<file path="config.mk">
export PLATFORM = sky130hd
export DESIGN_NAME = seven_segment_mux
export DESIGN_NICKNAME = d
export VERILOG_FILES = /design/src/rtl/seven_segment_mux.sv
export SDC_FILE = /design/constraint.sdc
export NUM_CORES = 1
export LEC_CHECK = 0
export BUFFER_PORTS_ARGS = -buffer_cell sky130_fd_sc_hd__buf_2
export CAP_MARGIN = 15
export CORE_MARGIN = 1.5
export CORE_UTILIZATION = 30
export CTS_CLUSTER_SIZE = 14
export DETAILED_ROUTE_END_ITERATION = 16
export PLACE_DENSITY_LB_ADDON = 0.2
export SYNTH_ARGS = -nofsm -noshare
export SYNTH_HDL_FRONTEND = slang
export SYNTH_SLANG_ARGS = --single-unit
</file>
<file path="constraint.sdc">
create_clock -name clk -period 2.4 [get_ports clk]
set_input_delay 0.12 -clock clk [delete_from_list [all_inputs] [get_ports clk]]
set_output_delay 0.12 -clock clk [all_outputs]
set_load 0.02 [all_outputs]
</file>
<file path="src/rtl/seven_segment_mux.sv">
// Two-digit time-multiplexer for a shared seven-segment decoder and common-anode display.
// Define SEG_MUX_DEADTIME_EN to insert all-anodes-off blanking between digits.
module seven_segment_mux #(
    parameter int DWELL_CYCLES = 24000,
    parameter int BLANK_CYCLES = 240
) (
    input  logic       clk,
    input  logic       reset_n,
    input  logic [3:0] s0,
    input  logic [3:0] s1,
    output logic [3:0] digit,
    output logic [1:0] an,
    output logic       frame
);

    localparam int MAX_CYCLES = (DWELL_CYCLES > BLANK_CYCLES) ? DWELL_CYCLES : BLANK_CYCLES;
    localparam int CW = $clog2(MAX_CYCLES + 1);
    localparam logic [CW-1:0] DWELL_LAST = CW'(DWELL_CYCLES - 1);

`ifdef SEG_MUX_DEADTIME_EN
    localparam logic [CW-1:0] BLANK_LAST = CW'(BLANK_CYCLES - 1);

    typedef enum logic [1:0] {
        DIG0   = 2'd0,
        BLANK0 = 2'd1,
        DIG1   = 2'd2,
        BLANK1 = 2'd3
    } state_t;

    // Starting in the blank phase keeps the first lit digit clean after reset.
    localparam state_t RESET_STATE = BLANK1;
`else
    typedef enum logic {
        DIG0 = 1'b0,
        DIG1 = 1'b1
    } state_t;

    localparam state_t RESET_STATE = DIG0;
`endif

    state_t          state_reg;
    state_t          state_next;
    logic [CW-1:0]   cnt_reg;
    logic            frame_reg;
    logic            last_cycle;

    always_comb begin
        last_cycle = 1'b0;
        state_next = state_reg;
        case (state_reg)
`ifdef SEG_MUX_DEADTIME_EN
            DIG0: begin
                last_cycle = (cnt_reg == DWELL_LAST);
                state_next = BLANK0;
            end
            BLANK0: begin
                last_cycle = (cnt_reg == BLANK_LAST);
                state_next = DIG1;
            end
            DIG1: begin
                last_cycle = (cnt_reg == DWELL_LAST);
                state_next = BLANK1;
            end
            BLANK1: begin
                last_cycle = (cnt_reg == BLANK_LAST);
                state_next = DIG0;
            end
`else
            DIG0: begin
                last_cycle = (cnt_reg == DWELL_LAST);
                state_next = DIG1;
            end
            DIG1: begin
                last_cycle = (cnt_reg == DWELL_LAST);
                state_next = DIG0;
            end
`endif
            default: begin
                last_cycle = 1'b1;
                state_next = RESET_STATE;
            end
        endcase
    end

    // Every advance into DIG0 comes from another state, so the pulse marks frame start.
    always_ff @(posedge clk or negedge reset_n) begin
        if (!reset_n) begin
            state_reg <= RESET_STATE;
            cnt_reg   <= '0;
            frame_reg <= 1'b0;
        end else if (last_cycle) begin
            state_reg <= state_next;
            cnt_reg   <= '0;
            frame_reg <= (state_next == DIG0);
        end else begin
            cnt_reg   <= cnt_reg + 1'b1;
            frame_reg <= 1'b0;
        end
    end

    // Digit values pass straight through so live switch changes show immediately.
    always_comb begin
        an    = 2'b11;
        digit = 4'h0;
        case (state_reg)
            DIG0: begin
                an    = 2'b10;
                digit = s0;
            end
            DIG1: begin
                an    = 2'b01;
                digit = s1;
            end
            default: begin
                an    = 2'b11;
                digit = 4'h0;
            end
        endcase
    end

    assign frame = frame_reg;

endmodule

</file>
## Yosys cells after proc, flatten, opt, wreduce, memory -nomap -nowiden

Index checks and enable logic that the tools add are counted.

| word-level totals | value |
|---|---|
| register bits after elaboration | 17 |

| cells by class | value |
|---|---|
| eq/ne operators | 1 |
| add/subtract/negate cells | 1 |
| bitwise gates (word level) | 2 |
| multiplexer cells | 5 |

Operators by type and width:

| operator | count |
|---|---|
| $add 15x1->15 const B | 1 |
| $eq 15x15->1 const B | 1 |
| $mux 15 | 1 |
| $pmux 4 s2 | 1 |
| $pmux 2 s2 | 1 |
| $not 1->1 | 2 |
| $pmux 1 s2 | 1 |
| $mux 1 | 1 |

## Depth between registers and ports, before layout

| logic depth | value |
|---|---|
| word-level depth | 4 |
| depth in mapped cells | 5 |
| gate-level depth less buffers | 5 |

## Worst setup path after synthesis

Ideal clock, no wire load.

| timing path | value |
|---|---|
| path kind | reg-to-reg |
| start point | register cnt_reg[6] |
| end point | register cnt_reg[1] |
| required time | 2.280 ns |
| library setup time | 0.120 ns |
| clock period less this slack | 1.729 ns |
| data arrival time | 1.610 ns |
| cell stages (with the launch flop) | 5 |
| setup slack | 0.671 ns |
| cells stage by stage | dfrtp_1 -> or4b_1 -> or3_4 -> nor3_4 -> and2b_2 |

| between the ends | value |
|---|---|
| word-level cells in the longest chain between the ends | 2 |

Ends and longest elaborated chain:

| what | line | RTL |
|---|---|---|
| start: declaration | 43 | `logic [CW-1:0] cnt_reg;` |
| start signal: assignment | 96 | `cnt_reg <= cnt_reg + 1'b1;` |
| $eq 15x15->1 | 70, 74 |  |
| $mux 15 | 91 | `end else if (last_cycle) begin` |

Every way passes these cells.
A chain may end at the register's enable or synchronous reset.

## Worst setup path after layout

| timing path | value |
|---|---|
| start point | register cnt_reg[6] |
| end point | register cnt_reg[12] |

| between the ends | value |
|---|---|
| word-level cells in the longest chain between the ends | 2 |
| elaborated cells between the ends (all ways) | 3 |
| those cells by class | 1 x add/sub; 1 x eq/ne; 1 x mux |

Ends and longest elaborated chain:

| what | line |
|---|---|
| $add 15x1->15 / $eq 15x15->1 (equally long branches) | 96, 70, 74 |
| $mux 15 * | 91 |

Every way passes the cells marked *; elsewhere a longest branch is shown, timed or not.

==> qor.csv <==
stage;metric;value;unit
route;first_pass_iters;4;
die;die_h;55.9;um
timing;setup_slack;0.466;ns
global_route;grt_pass1_wl;2.77;mm
global_route;antenna_found_initial;0;
timing;rsz0062_at_grt;false;
cts;clk_pin_slew;0.10;ns
die;die_w;55.9;um
setup_path;crit_path_max_incr_delay;0.53;ns
placement;dp_hpwl;1.14;mm
finish;final_area;978;um2
setup_path;end_kind;register;
route;drc;0;
timing;finalHoldViolations;0;
finish;layout_common_cells;dfrtp_1, buf_2, nor2_1, xnor2_1, nand2_1;
synthesis;avgSynthCellArea;10.6;um2
cts;clockBufferDepth;2;
cts;cts_sinks;17;
run;drv_cap;0;
synthesis;synth_cell_types;20;
timing;finalMaxSlewViolations;0;
pwr;leakage;0.447;nW
finish;largest_reg_flops;15;
setup_path;startpoint_type;register;
die;start_util;31.0;%
route;vias;615;
synthesis;yosysSeqAreaShare;50.6;%
route;via_per_inst;4.77;
global_route;grt_overflow;0;
timing;worst_pin_slew;0.405;ns
finish;finalNetCount;110;
timing;finalCritPeriodShare;80.6;%
finish;final.fill_count;280;
placement;io_buffers;16;
synthesis;synth_cells;79;
pwr;ir_worst_vdd;0.000331;V
setup_path;crit_family;simple AND/OR/NAND/NOR gates;
finish;postLayoutCoreUtil;36.1;%
die;die-area;3130;um2
route;ant_nets;0;
die;core.rowCount;19;
synthesis;synth-async-reset-ratio;100;%
synthesis;synthFlopType;dfrtp_1;
synthesis;synth_nets;90;
synthesis;ys_seq_elements;17;
setup_path;path_cells;or4b_1 > or3_4 > nor3_4 > buf_4 > nor2_1;
cts;htreeDepth;1;
setup_path;critPathRequiredTime;2.59;ns
timing;final.setup.tns;0;ns
timing;skew;0.00656;ns
synthesis;synth_area;841;um2
die;pin_count;17;
setup_path;regToRegSetupSlack;0.47;ns
setup_path;critPathBufInv;1;
placement;pre_cts_ws;0.475;ns
finish;multi_input_area;382;um2
finish;area_growth;16.4;%
cts;cts-resized-gates;0;
timing;max_slew_margin;72.9;%
global_route;grt_max_degree;18;
route;wire_per_inst;11.7;um
setup_path;crit_path_max_fanout;7;
setup_path;worstPathArrival;2.12;ns
setup_path;cp_slowest_cell;or4b_1;
global_route;grt_pass1_vias;658;
finish;layout-drive-gt1-share;29.6;%
timing;period_needed;1.93;ns
cts;clkLatencyLatePin;0.29;ns
cts;cts_tree;done;
timing;fmax;0.517;GHz
placement;globalplace.congestion;0.716;
timing;final-setup-viol-count;0;
finish;n_antenna_cell;0;
synthesis;ys_warn_count;0;
route;drt_iter0_markers;9;
synthesis;synth-edff-count;0;
setup_path;critPathKind;reg2reg;
run_status;status;finished, final reports clean;
pwr;cellPowerDensity;475;nW/um2
worst_hold_path;hold_class;in2async;
global_route;grtUsageTotal;11.5;%
placement;placed_area;941;um2
cts;ctsRootBufferMaster;clkbuf_4;
pwr;totalPowerFinal;465;uW
cts;cts-buffers-inserted;3;
die;core-area;2710;um2
finish;regArea;425;um2
finish;final_common_cell;dfrtp_1;
route;finalWirelength;1.51;mm
-- worst register-to-register path: stages, from the launching register on --
cell and delay (ns):
dfrtp_1 0.44, or4b_1 0.53, or3_4 0.36, nor3_4 0.24, buf_4 0.20, nor2_1 0.05
-- cells in the mapped netlist, types with 2 or more instances --
library cell   n  area (um2)
nand4_1        3        18.8
inv_1          2        7.51
nor4_1         4        25.0
xnor2_1        8        70.1
nand2_1        6        22.5
mux2_2         4        45.0
xor2_1         5        43.8
buf_4          2        15.0
dfrtp_1       17         425
nor3_1         4        20.0
nor2_1        11        41.3
nand3_1        5        25.0
-- metrics by stage --
step                hold WS, ns  instances
global placement         0.0592        124
CTS                       0.267        129
detailed placement       0.0616        124
global route              0.278        129
finish                    0.258        129
floorplan                -0.176         79
-- layout make-up --
type	instances	share of cell area, %
clock buffers	3	2.30
clock inverters	1	0.512
inverters	2	0.767
multi-input cells	57	39.0
flip-flops and latches	17	43.5
well taps	31	3.96
repair buffers	18	9.97
-- final timing paths --
kind / from / endpoint / cells past startpoint
worst max-delay path: cnt_reg[6] / cnt_reg[12] / 5
worst min-delay path: reset_n / state_reg / 2
worst max register to register: cnt_reg[6] / cnt_reg[12] / 5
worst min register to register: cnt_reg[0] / cnt_reg[0] / 1
max in group asynchronous: reset_n / cnt_reg[8] / 2
min in group clk: cnt_reg[0] / cnt_reg[0] / 1
-- per-layer routing --
metal / wire, um / global-route usage [%] / up-vias
met5: 0 / 0 / -
met4: 0 / 2.04 / 0
met3: 118 / 5.58 / 0
met2: 694 / 19.0 / 22
met1: 694 / 13.9 / 287
li1: - / - / 306
-- kinds of logic after synthesis --
kind of cell | Yosys count | synth area share, %
and+or+nand+nor | 38 | 24.4
muxes | 4 | 5.36
adders and majority gates | 1 | 1.49
buffers and inverters | 5 | 4.02
DFF | 17 | 50.6
xor gates and xnor gates | 13 | 13.5
AOI/OAI and AO/OA | 1 | 0.595
-- repair_timing --
item,in CTS,in global routing
hold endpoints to repair,17,0
setup buffers,0,0
hold buffers,1,0
-- power by group --
group / switching (mW) / internal [mW]
logic: 0.0132 / 0.0109
registers: 0 / 0.286
clock network: 0.0927 / 0.0620
total: 0.106 / 0.359
Note: power is estimated with default switching activity, not from simulation.
